**src/rtl/sd_data_pkg.sv**
```systemverilog
`default_nettype none
// +----------------------------------------------------------------------------+
// | sd_data_pkg                                                                |
// | Shared types and constants for the SD data path (block scheduler et al.)   |
// | Revision: 1.0                                                              |
// +----------------------------------------------------------------------------+
package sd_data_pkg;

    localparam int unsigned DEF_BLOCK_WORDS = 128;

    localparam logic [1:0] ERR_NONE    = 2'b00;
    localparam logic [1:0] ERR_TIMEOUT = 2'b01;
    localparam logic [1:0] ERR_CRC     = 2'b10;
    localparam logic [1:0] ERR_ABORT   = 2'b11;

    typedef enum logic [2:0] {
        ST_IDLE      = 3'd0,
        ST_CHECK     = 3'd1,
        ST_SEND      = 3'd2,
        ST_WAIT_DONE = 3'd3,
        ST_ACK       = 3'd4,
        ST_DONE      = 3'd5,
        ST_ERROR     = 3'd6
    } sd_blk_state_t;

    // A write needs a full block already queued; a read needs a block of free space.
    function automatic logic fifo_block_ready(
        input logic        write,
        input int unsigned level,
        input int unsigned depth,
        input int unsigned block_words
    );
        logic ready;
        if (write) begin
            ready = (level >= block_words);
        end else begin
            ready = (depth >= level) && ((depth - level) >= block_words);
        end
        return ready;
    endfunction

endpackage
`default_nettype wire

```
**src/rtl/sd_timeout_counter.sv**
```systemverilog
`default_nettype none
// +----------------------------------------------------------------------------+
// | sd_timeout_counter                                                         |
// | Loadable down-counter that stops at zero and flags it.                     |
// | Revision: 1.0                                                              |
// +----------------------------------------------------------------------------+
module sd_timeout_counter #(
    parameter int WIDTH = 16
) (
    input  logic             clk,
    input  logic             rst,
    input  logic             i_load,
    input  logic [WIDTH-1:0] i_load_value,
    input  logic             i_decrement,
    output logic             o_zero
);

    logic [WIDTH-1:0] r_count;

    always_ff @(posedge clk) begin
        if (rst) begin
            r_count <= '0;
        end else if (i_load) begin
            r_count <= i_load_value;
        end else if (i_decrement && (r_count != '0)) begin
            r_count <= r_count - WIDTH'(1);
        end
    end

    assign o_zero = (r_count == '0);

endmodule
`default_nettype wire

```
**src/rtl/sd_block_scheduler.sv**
```systemverilog
`default_nettype none
// +----------------------------------------------------------------------------+
// | sd_block_scheduler                                                         |
// | Sequences multi-block SD transfers between data FIFO and physical layer.   |
// | Revision: 1.0                                                              |
// +----------------------------------------------------------------------------+
module sd_block_scheduler
    import sd_data_pkg::*;
#(
    parameter int unsigned BLOCK_WORDS = DEF_BLOCK_WORDS,
    parameter int          FIFO_AW     = 8,
    parameter int          COUNT_W     = 16,
    parameter int          TIMEOUT_W   = 16
) (
    input  logic                 iClock,
    input  logic                 iReset,
    input  logic                 iStart,
    input  logic                 iWriteRead,
    input  logic [COUNT_W-1:0]   iBlockCount,
    input  logic                 iTimeout_enable,
    input  logic [TIMEOUT_W-1:0] iTimeout_reg,
    input  logic [FIFO_AW:0]     iFifo_level,
    input  logic                 iAbort,
    input  logic                 iComplete,
    input  logic                 iCrc_error,
    output logic                 oSend,
    output logic                 oAck,
    output logic                 oIdle,
    output logic                 oBusy,
    output logic [COUNT_W-1:0]   oBlocks_done,
    output logic                 oData_transfer_complete,
    output logic                 oError,
    output logic [1:0]           oError_code
);

    localparam int unsigned c_fifo_depth = 2 ** FIFO_AW;

    sd_blk_state_t        r_state;
    sd_blk_state_t        w_next_state;
    logic                 r_write_read;
    logic [COUNT_W-1:0]   r_block_count;
    logic                 r_timeout_en;
    logic [TIMEOUT_W-1:0] r_timeout_val;
    logic [COUNT_W-1:0]   r_blocks_done;
    logic [1:0]           r_error_code;

    logic                 w_fifo_ready;
    logic                 w_tmo_zero;
    logic                 w_timeout_hit;
    logic                 w_tmo_load;
    logic [TIMEOUT_W-1:0] w_tmo_load_value;
    logic                 w_tmo_decrement;
    logic [COUNT_W-1:0]   w_blocks_done_inc;
    logic                 w_err_set;
    logic [1:0]           w_err_value;

    assign w_fifo_ready  = fifo_block_ready(r_write_read, 32'(iFifo_level),
                                            c_fifo_depth, BLOCK_WORDS);
    assign w_timeout_hit = r_timeout_en && w_tmo_zero;

    // Saturating increment: never count past the requested block total.
    assign w_blocks_done_inc = (r_blocks_done < r_block_count) ?
                               (r_blocks_done + COUNT_W'(1)) : r_blocks_done;

    always_comb begin
        w_next_state = r_state;
        w_err_set    = 1'b0;
        w_err_value  = ERR_NONE;
        case (r_state)
            ST_IDLE: begin
                if (iStart) begin
                    w_next_state = (iBlockCount == '0) ? ST_DONE : ST_CHECK;
                end
            end
            ST_CHECK: begin
                if (iAbort) begin
                    w_next_state = ST_ERROR;
                    w_err_set    = 1'b1;
                    w_err_value  = ERR_ABORT;
                end else if (w_fifo_ready) begin
                    w_next_state = ST_SEND;
                end else if (w_timeout_hit) begin
                    w_next_state = ST_ERROR;
                    w_err_set    = 1'b1;
                    w_err_value  = ERR_TIMEOUT;
                end
            end
            ST_SEND: begin
                if (iAbort) begin
                    w_next_state = ST_ERROR;
                    w_err_set    = 1'b1;
                    w_err_value  = ERR_ABORT;
                end else begin
                    w_next_state = ST_WAIT_DONE;
                end
            end
            ST_WAIT_DONE: begin
                // A completion arriving as the counter hits zero beats the timeout.
                if (iAbort) begin
                    w_next_state = ST_ERROR;
                    w_err_set    = 1'b1;
                    w_err_value  = ERR_ABORT;
                end else if (iComplete) begin
                    if (iCrc_error) begin
                        w_next_state = ST_ERROR;
                        w_err_set    = 1'b1;
                        w_err_value  = ERR_CRC;
                    end else begin
                        w_next_state = ST_ACK;
                    end
                end else if (w_timeout_hit) begin
                    w_next_state = ST_ERROR;
                    w_err_set    = 1'b1;
                    w_err_value  = ERR_TIMEOUT;
                end
            end
            ST_ACK: begin
                w_next_state = (w_blocks_done_inc == r_block_count) ? ST_DONE : ST_CHECK;
            end
            ST_DONE:  w_next_state = ST_IDLE;
            ST_ERROR: w_next_state = ST_IDLE;
            default:  w_next_state = ST_IDLE;
        endcase
    end

    // The counter holds the full timeout during the SEND cycle and counts from there.
    assign w_tmo_load = ((r_state == ST_IDLE) && iStart) ||
                        (r_state == ST_ACK) ||
                        ((r_state == ST_CHECK) && (w_next_state == ST_SEND));
    assign w_tmo_load_value = (r_state == ST_IDLE) ? iTimeout_reg : r_timeout_val;
    assign w_tmo_decrement  = (r_state == ST_CHECK) || (r_state == ST_SEND) ||
                              (r_state == ST_WAIT_DONE);

    sd_timeout_counter #(
        .WIDTH (TIMEOUT_W)
    ) u_timeout (
        .clk          (iClock),
        .rst          (iReset),
        .i_load       (w_tmo_load),
        .i_load_value (w_tmo_load_value),
        .i_decrement  (w_tmo_decrement),
        .o_zero       (w_tmo_zero)
    );

    always_ff @(posedge iClock) begin
        if (iReset) begin
            r_state       <= ST_IDLE;
            r_write_read  <= 1'b0;
            r_block_count <= '0;
            r_timeout_en  <= 1'b0;
            r_timeout_val <= '0;
            r_blocks_done <= '0;
            r_error_code  <= ERR_NONE;
        end else begin
            r_state <= w_next_state;
            if ((r_state == ST_IDLE) && iStart) begin
                r_write_read  <= iWriteRead;
                r_block_count <= iBlockCount;
                r_timeout_en  <= iTimeout_enable;
                r_timeout_val <= iTimeout_reg;
                r_blocks_done <= '0;
                r_error_code  <= ERR_NONE;
            end
            if (r_state == ST_ACK) begin
                r_blocks_done <= w_blocks_done_inc;
            end
            if (w_err_set) begin
                r_error_code <= w_err_value;
            end
        end
    end

    assign oSend                   = (r_state == ST_SEND) && !iAbort;
    assign oAck                    = (r_state == ST_ACK);
    assign oIdle                   = (r_state == ST_IDLE);
    assign oBusy                   = (r_state != ST_IDLE);
    assign oBlocks_done            = r_blocks_done;
    assign oData_transfer_complete = (r_state == ST_DONE);
    assign oError                  = (r_state == ST_ERROR);
    assign oError_code             = r_error_code;

endmodule
`default_nettype wire
```
**config.mk**
```make
export PLATFORM = sky130hd
export DESIGN_NAME = sd_block_scheduler
export DESIGN_NICKNAME = d
export VERILOG_FILES = /design/src/rtl/sd_data_pkg.sv /design/src/rtl/sd_timeout_counter.sv /design/src/rtl/sd_block_scheduler.sv
export SDC_FILE = /design/constraint.sdc
export NUM_CORES = 1
export LEC_CHECK = 0
export ABC_AREA = 1
export CAP_MARGIN = 10
export CORE_MARGIN = 2
export CORE_UTILIZATION = 25
export CTS_CLUSTER_DIAMETER = 60
export DETAILED_ROUTE_END_ITERATION = 6
export GPL_TIMING_DRIVEN = 1
export HOLD_SLACK_MARGIN = 0.06
export SYNTH_ARGS = -nofsm -noshare
export SYNTH_HDL_FRONTEND = slang
export SYNTH_HIERARCHICAL = 1
export SYNTH_SLANG_ARGS = --single-unit
```
**constraint.sdc**
```tcl
create_clock -name iClock -period 4.7 [get_ports iClock]
set_input_delay 0.47 -clock iClock [delete_from_list [all_inputs] [get_ports iClock]]
set_output_delay 0.47 -clock iClock [all_outputs]
set_load 0.01 [all_outputs]
```
# After elaboration in Yosys (flattened, before gate mapping)
# Index checks and enable logic that the tools add are counted.
# Widths: inputs -> output; s select.
word_totals:
  out_inout_bits: 24
  regBits: 71
  in_bits: 49
  elab_cells: 78
classes:
  n_eq_ne: 8
  n_mux: 36
  reduce_logical: 19
  n_addsub: 3
  order_cmp: 4
ops:
  columns: ["op", "n"]
  rows:
  - ["$mux 16", 6]
  - ["$ge 32x8->1 const B", 1]
  - ["$logic_not 16->1", 2]
  - ["$mux 3", 9]
  - ["$add 16x1->16 const B", 1]
  - ["$eq 16x16->1", 1]
  - ["$lt 16x16->1", 1]
  - ["$mux 2", 8]
  - ["$reduce_bool 16->1", 1]
  - ["$sub 16x1->16 const B", 1]
  - ["$pmux 3 s5", 1]
  - ["$mux 1", 10]
  - ["$sub 9x9->10 const A", 1]
  - ["$eq 3x2->1 const B", 3]
  - ["$eq 3x3->1 const B", 3]
  - ["$ge 9x8->1 const B", 1]
  - ["$ge 9x9->1 const A", 1]
  - ["$logic_and 1x1->1", 6]
  - ["$pmux 2 s3", 1]
  - ["$reduce_bool 2->1", 3]
  - ["$logic_or 1x1->1", 4]
  - ["$eq 3x1->1 const B", 1]
  - ["$logic_not 3->1", 1]
  - ["$pmux 1 s3", 1]
  - ["other kinds (2)", 2]

# Depth between registers and ports, before layout
# Gate-level depths: netlist of run 1.
logic_depth:
  word_depth: 11
  depth_mapped: 27
  depth_no_buf: 26

# By module
# The synthesis of run 1 kept the hierarchy.
by_module_without_submodules:
  columns: ["mod", "n_inst", "cells_each", "seq_area_each_um2", "area_each_um2"]
  rows:
  - ["sd_block_scheduler", 1, 581, 1101.1, 3612.2]
  - ["sd_timeout_counter", 1, 212, 320.3, 1194.9]

# Worst setup path before layout of run 1
# OpenSTA, ideal clock, no wires.
synth_path:
  kind: "reg-to-reg"
  startpoint: "register r_blocks_done[15], in the netlist oBlocks_done[15]"
  endpoint: "register u_timeout.r_count[13]"
  arrival_time_ns: 2.751
  period_less_slack_ns: 2.867
  path_slack_ns: 1.833
  setup_ns: 0.116
  stages_incl_launch_ff: 21
  n_path_buf: 1
  t_required_ns: 4.584
  cell_sequence: "dfxtp_1 > ha_1 > a21o_1 > nor2_1 > nand2_2 > inv_2 > nand2_4 > o21ai_1 > nand2_1 > nand2_1 > nor2_1 > nand2_1 > nor2_1 > nand2_1 > nand3_1 > nand2_1 > inv_1 > buf_2 > or2_2 > nand2_1 > a21oi_1"
synth_between:
  elab_chain_len: 9
  word_cells_on_any_way: 11
  cone_classes: "add/sub (1); order compare (1); eq/ne (2); mux (4); reduce/logical (3)"
synth_rtl:
  columns: ["element", "line", "text"]
  rows:
  - ["from (decl)", "sd_block_scheduler.sv:44", "logic [COUNT_W-1:0] r_blocks_done;"]
  - ["from (signal assigned)", "sd_block_scheduler.sv:165", "r_blocks_done <= w_blocks_done_inc;"]
  - ["$add 16x1->16 or $lt 16x16->1 (tied branches)", "sd_block_scheduler.sv:63, sd_block_scheduler.sv:62", null]
  - ["$mux 16 (*)", "sd_block_scheduler.sv:62", "assign w_blocks_done_inc = (r_blocks_done < r_block_count) ?"]
  - ["$eq 16x16->1 (*)", "sd_block_scheduler.sv:118", "w_next_state = (w_blocks_done_inc == r_block_count) ? ST_DONE : ST_CHECK;"]
  - ["$mux 3 (*)", "sd_block_scheduler.sv:118", null]
  - ["$pmux 3 s5 (*)", "sd_block_scheduler.sv:69", "case (r_state)"]
  - ["$eq 3x2->1 (*)", "sd_block_scheduler.sv:129", "((r_state == ST_CHECK) && (w_next_state == ST_SEND));"]
  - ["$logic_and 1x1->1 (*)", "sd_block_scheduler.sv:129", null]
  - ["$logic_or 1x1->1 (*)", "sd_block_scheduler.sv:128", "(r_state == ST_ACK) ||"]
  - ["named net w_tmo_load", "sd_block_scheduler.sv:50", "logic w_tmo_load;"]
  - ["$mux 16 or $reduce_bool 2->1 (tied branches)", null, null]
  - ["to (signal assigned)", "sd_timeout_counter.sv:24", "r_count <= i_load_value;"]
  - ["to (signal assigned)", "sd_timeout_counter.sv:26", "r_count <= r_count - WIDTH'(1);"]
  - ["to (decl)", "sd_timeout_counter.sv:18", "logic [WIDTH-1:0] r_count;"]
# The timed path passes the listed nets; every way through them passes the cells marked *.
# A chain may end at the register's enable or synchronous reset.

# Final worst setup path of run 1
layout_path:
  startpoint: "register r_blocks_done[5], in the netlist oBlocks_done[5]"
  endpoint: "register u_timeout.r_count[2]"
# The elaborated chain is that of the path after synthesis.

==> results of run 1 <==
## stage by stage
| step | instances | total power [mW] | hold slack (ns) | cell area [µm²] |
|---|---|---|---|---|
| after detailed placement | 1082 | 1.950 | 0.4422 | 5761 |
| after global placement | 1082 | 1.942 | 0.4343 | 5761 |
| after CTS | 1098 | 2.623 | 0.4521 | 6042 |
| after floorplan | 793 | 1.646 | 0.4245 | 4807 |
| after global routing | 1098 | 2.819 | 0.4670 | 6042 |
| final | 1098 | 2.600 | 0.4480 | 6042 |
## Yosys cell counts
library cell,instances
nand4_1,7
o21ai_0,63
nand2_1,203
or2_2,2
nor3_1,12
a21oi_1,60
dfxtp_1,71
o21ai_2,1
and2_1,1
xnor2_1,1
o21bai_1,1
o22ai_1,1
nor4_1,6
nand3_1,73
inv_2,3
a21oi_2,1
xor2_1,5
ha_1,18
buf_2,4
nor2_1,110
clkbuf_1,17
nand3_2,4
and3_1,1
nand2_4,3
o21ai_1,3
a21boi_1,1
nor2_4,2
a31oi_1,2
inv_1,97
nor3_2,1
buf_6,3
xnor3_1,1
nor2_2,7
a21o_1,1
nand2_2,6
o311ai_0,1
## per-layer routing
metal	wire length [µm]	up-vias	track usage
met1	6948	2268	0.1924
met5	0	-	0
met3	683	16	0.03085
met2	6266	101	0.2204
met4	180	0	0.04742
li1	-	2696	-
## state kept, by name, indices dropped and copies added, names as in the netlist
signal / cells
u_timeout/r_count: 16
oError_code: 2
r_write_read: 1
oBlocks_done: 16
r_block_count: 16
r_state: 3
r_timeout_val: 16
r_timeout_en: 1
## placed cells by master, fill, tap and decap left out, types with 2 or more instances in the layout
cell type and instances:
o21ai_1 3, nor2_1 109, buf_4 7, inv_2 3
clkbuf_16 9, nor2_4 2, nand2_2 7, dfxtp_1 71
nand2_4 3, xor2_1 5, inv_6 2, nand3_1 73
nand2_1 202, nand3_2 4, or2_2 2, nand4_1 7
inv_1 97, clkdlybuf4s50_1 72, ha_1 18, nor3_1 12
o21ai_0 63, clkinv_4 3, a31oi_1 2, nor2_2 8
nor4_1 6, a21oi_1 60
## power by group
part	switching (mW)	internal, mW	leakage (nW)
Clock	0.299	0.363	0.136
Combinational	0.720	0.391	1.89
Sequential	0.103	0.725	0.584
## worst max-delay path: stages (launching register included)
cell	delay, ns
dfxtp_1	0.47
ha_1	0.29
a21oi_1	0.14
nor2_1	0.06
nor3_1	0.13
nand2_1	0.08
nand2_1	0.05
buf_4	0.31
nand3_1	0.18
nand3_1	0.12
nand2_1	0.05
nor2_1	0.19
nand3_1	0.12
nor2_1	0.10
nand2_1	0.12
nand3_1	0.09
nand2_1	0.13
inv_1	0.08
buf_4	0.25
nand3_2	0.27
o21ai_0	0.28
nor2_1	0.05
## path summary, 6_finish.rpt
| path | startpoint | end | slack [ns] |
|---|---|---|---|
| max | oBlocks_done[5] | u_timeout/r_count[2] | 1.03 |
| min | r_timeout_val[10] | r_timeout_val[10] | 0.45 |
| max reg2reg | oBlocks_done[5] | u_timeout/r_count[2] | 1.03 |
| min reg2reg | r_timeout_val[10] | r_timeout_val[10] | 0.45 |
## final cells by class
type	count	area (µm²)	share of cell area
multi-input cells	598	2898	0.4796
flip-flops and latches	71	1421	0.2352
repair buffers	79	773.2	0.1280
inverters	100	375.4	0.06212
well taps	234	292.8	0.04846
clock buffers	9	225.2	0.03727
clock inverters	7	56.30	0.009319
## cells by family after synthesis
kind of cell,count (synthesis),share of synthesized area
AO/OA/AOI/OAI,135,0.1452
XOR/XNOR,7,0.01562
adder cells (fa/ha/maj),18,0.04685
buffers and inverters,124,0.1026
AND/OR/NAND/NOR,438,0.3941
flip-flops,71,0.2957
==> impl_results.md, run 1 <==
* Avg Inst Size Synth at approximately 6.1 µm²
* Port bufs at a little over 70
* Endpoint type of the worst setup path: flop
* Synth warnings at 6
* Nets@finish at 926
* Final hold vios at 0
* # fillers at 2037
* Core Area at 18770 µm²
* Yosys cell types at 36
* Place WS at between 1 and 1.5 ns
* HPWL Detailed at between 10000 and 15000 µm
* Worst-path fanout max at 29
* FP Rows at 50
* Maximum capacitance violations at 0
* DRT Wirelength at ~14000 µm
* Fmax achieved at between 200 and 300 MHz
* Drt first pass iters at 4
* Die Height at between 100 and 150 µm
* First DRT Iteration DRCs at 249
* Sum Neg Setup Slack at 0 ns
* DRC Markers at 0
* Share of layout cells above drive strength 1 at 0.06366
* Worst-Margin Slew at ~1.1 ns
* Slew margin rel. at 0.2983
* Initial antenna violation count at 0
* Fin crit period at approximately 3.7 ns
* Root Buffer: clkbuf_16
* First-pass GRT wire length at approximately 23000 µm
* Clk sinks at 71
* Fin worst setup slack at just over 1 ns
* Top cell type's share of synthesized area at 0.2957
* Gr ovfl total at 0
* Routed vias/inst at about 4.6
* Critical path class: flop to flop
* Top cell type by total area after synthesis: dfxtp_1
* Fin util at 0.3219
* Synthesized area at slightly below 5000 µm²
* Setup-failing EPs final at 0
* Die width at between 100 and 150 µm
* Required time of the critical path at around 4.9 ns
* CTS tree: done
* Mapped Cells at around 800
* Hold buffers post-CTS at 0
* Vias in the first global route at 4500
* Total track usage at 0.1410
* Worst Clk Skew at slightly above 0.009 ns
* Top cells by area, synth: dfxtp_1 (30%), nand2_1 (16%), nor2_1 (8.6%)
* Via count at slightly above 5000
* Largest net degree at the start of global routing at between 40 and 50
* Placer Congestion at 0.8281
* Diode count at 0
* Bufs on Longest Clock Path at 2
* Register area share after synthesis at 0.2957
* Clock slew at reported path FFs at around 0.070 ns
* Mapped Nets at 860
* Skew-Pair Late Insertion Delay at around 0.34 ns
* Status: complete, no violations
* Die area at slightly above 20000 µm²
* RSZ-0062 raised after global routing: false
* P_leak at 2.615 nW
* Worst-case reg-to-reg path depth at 21
* Initial Util at 0.2561
* Post-route ant nets at 0
* Io pins at between 70 and 80
* Highest ir drop seen on vdd at 0.1577 mV
* Fin. max-slew vios at 0
* Hold crit path type: flop to flop
* Fin crit share at 0.7818
* Cell count of the worst hold path at 2
* Post-CTS Setup Bufs at 0
* Syn-to-layout area delta at 25.69%
* CTS resizes at 0
* DR WL/cell at ~13 µm
* Startpoint Class: flop
* Crit path DAT at between 3 and 4 ns
* PwrDens at 430.3 nW/µm²
* Synthesized flop and latch total at between 70 and 80
* H-tree Lvls at 3
* Num CTS Buffers at 9
Note: power is estimated with default switching activity, not from simulation.
==> inputs of run 2 (changes only) <==
Clock period 4.7 ns to 3.1 ns, I/O delays scaled along.
==> impl_results.md, run 2 (synthesis results as in run 1) <==
* Final Cell Area at 7014 µm² (+16%)
* Maximum capacitance violations at 0 (unchanged)
* Reg-to-reg endpoint: u_timeout/r_count[14]
* Total track usage at 0.1461 (+0.005033)
* Critical path launch point: r_block_count[15]
* Most frequent cells in the layout: nand2_1 (179), nor2_1 (89), inv_1 (85), clkdlybuf4s50_1 (72), dfxtp_1 (64)
* Reg-to-Reg Start: r_block_count[15]
* Io pins at 73 (unchanged)
* WP buf/inv at 4 (+1)
* Initial antenna violation count at 0 (unchanged)
* Highest ir drop seen on vdd at 0.3561 mV (+130%)
* Nets@finish at 971 (+4.9%)
* Setup-failing EPs final at 0 (unchanged)
* Required time of the critical path at 3.33 ns (-1.60 ns)
* Routed vias/inst at 4.768 (+3.0%)
* Via count at 5450 (+7.3%)
* Num CTS Buffers at 9 (unchanged)
* Bufs on Longest Clock Path at 2 (unchanged)
* Critical path depth in cells at 22 (+4.8%)
* DP Cell Count at 1113 (+2.9%)
* CP Capture Point: u_timeout/r_count[14]
* Clock slew at reported path FFs at 0.06 ns (about the same)
* Non-filler cells in the finished layout at 1143 (+4.1%)
* Crit path DAT at 3.21 ns (-0.70 ns)
* Clk sinks at 71 (unchanged)
* Worst path max stage delay at 0.35 ns (-0.12 ns)
* Largest net degree at the start of global routing at 69 (+47%)
* DR WL/cell at 13.55 µm (+5.6%)
* Cell Chain, Critical Path: inv_2, ha_4, nand2_4, nor4_4, nand2_4, buf_8, nand2_8, nand2_2, o21ai_4, nand2_1, nand2_1, nor2_2, nand2_2, nor2_4, nand2_2, nand3_2, nand2_2, clkinv_4, buf_6, or2_2, nand2_2, a21oi_1
* Skew-Pair Late Insertion Delay at 0.34 ns (about the same)
* Port bufs at 72 (unchanged)
* Worst Clk Skew at 0.005239 ns (-0.003809 ns)
* Initial Util at 0.2561 (unchanged)
* CTS tree: done
* Tot Pwr at 4.476 mW (+72%)
* H-tree Lvls at 3 (unchanged)
* Worst path top cell family by delay: simple AND/OR/NAND/NOR gates
* P_leak at 2.971 nW (+14%)
* Commonest non-fill, non-tap cell in the layout: nand2_1
* Worst-path fanout max at 8 (-72%)
* First-pass GRT wire length at 23650 µm (+4.7%)
* Endpoint type of the worst setup path: flop
* Critical path class: flop to flop
* DRC Markers at 0 (unchanged)
* Fin crit share at 0.9589 (+0.1771)
* Fmax achieved at 336.4 MHz (+24%)
* Root Buffer: clkbuf_16
* Gr ovfl total at 0 (unchanged)
* PwrDens at 638.1 nW/µm² (+48%)
* Fin crit period at 2.972 ns (-0.7018 ns)
* DRT Wirelength at 15480 µm (+10%)
* Worst path slowest cell: nor4_4
* Slew margin rel. at 0.2930 (-0.005359)
* Die area at 20350 µm² (unchanged)
* Drt first pass iters at 7 (+3)
* FP Rows at 50 (unchanged)
* Hold crit path type: flop to flop
* Worst-Margin Slew at 1.059 ns (+0.008030 ns)
* Die Height at 142.7 µm (unchanged)
* Core Area at 18770 µm² (unchanged)
* Die width at 142.7 µm (unchanged)
* Post-route ant nets at 0 (unchanged)
* Hold buffers post-CTS at 0 (unchanged)
* Worst-case reg-to-reg path depth at 22 (+4.8%)
* R2r setup slk at 0.13 ns (-0.90 ns)
* Startpoint Class: flop
* Diode count at 0 (unchanged)
* Share of layout cells above drive strength 1 at 0.2167 (+0.1531)
* Fin. max-slew vios at 0 (unchanged)
* First DRT Iteration DRCs at 271 (+8.8%)
* Syn-to-layout area delta at 45.91%
* HPWL Detailed at 10880 µm (+3.9%)
* Placer Congestion at 0.8810 (+6.4%)
* Vias in the first global route at 4859 (+8.0%)
* Placed Instance Area at 6006 µm² (+4.3%)
* Most used cell, CP: nand2_2
* WHS at 0.4484 ns (+0.0004950 ns)
* Final hold vios at 0 (unchanged)
* Status: complete, no violations
run 2: changes by cell type in the layout (fill, tap and decap cells not counted), moves of 11 or more:
| cell | change |
|---|---|
| buf_4 | +36 |
| nand2_1 | -23 |
| nor2_1 | -20 |
| nand2_2 | +18 |
| ha_1 | -13 |
| inv_1 | -12 |
| nor2_2 | +12 |
| ha_4 | +11 |
| nand3_1 | -11 |
run 2: worst min-delay path, cell delays in order (launching register included):
cell and delay (ns):
dfxtp_1 0.29, inv_1 0.05, a21oi_1 0.05
run 2: through the flow:
step | utilization | setup WS, ns | setup TNS [ns]
after detailed placement | 0.3200 | -0.1798 | -2.287
after floorplan | - | 0.2330 | 0
after global placement | 0.3200 | -0.2551 | -3.689
final | 0.3737 | 0.1275 | 0
after CTS | 0.3382 | 0.003287 | 0
after global routing | 0.3737 | -0.06566 | -0.5184
run 2: final cells by class:
class	instances	area, µm²
well taps	234	292.8
repair buffers	123	1200
inverters	100	385.4
multi-input cells	599	3393
fillers	1983	11750
clock inverters	7	87.58
flip-flops and latches	71	1430
clock buffers	9	225.2
run 2: worst min path at each step:
stage	from	end	slack, ns	cells past startpoint
6_report	r_timeout_val[0]	r_timeout_val[0]	0.45	2
4_1_cts	r_timeout_val[5]	r_timeout_val[5]	0.45	2
3_3_place_gp	r_timeout_val[5]	r_timeout_val[5]	0.44	2
3_5_place_dp	r_timeout_val[0]	r_timeout_val[0]	0.44	2
5_1_grt	r_timeout_val[10]	r_timeout_val[10]	0.46	2
2_1_floorplan	iReset	oError_code[0]	0.38	1
run 2: layer usage:
metal / GRT usage / share of wire / up-vias
met1: 0.1957 / 0.47 / 2535
met4: 0.04586 / 0.014 / 0
li1: - / - / 2787
met5: 0 / 0 / -
met2: 0.2361 / 0.48 / 114
met3: 0.02951 / 0.040 / 14
run 2: what timing repair did:
| action | CTS | global route |
|---|---|---|
| setup buffers | 0 | 10 |
| gates resized for setup | 6 | 129 |
| pin swaps | 2 | 26 |
| gates cloned | 0 | 4 |
| endpoints found under the setup margin | 16 | 16 |
run 2: report_power, final:
group	internal [mW]	switching [mW]	total [mW]
sequential	1.10	0.171	1.27
combinational	0.819	1.26	2.08
clock	0.699	0.423	1.12
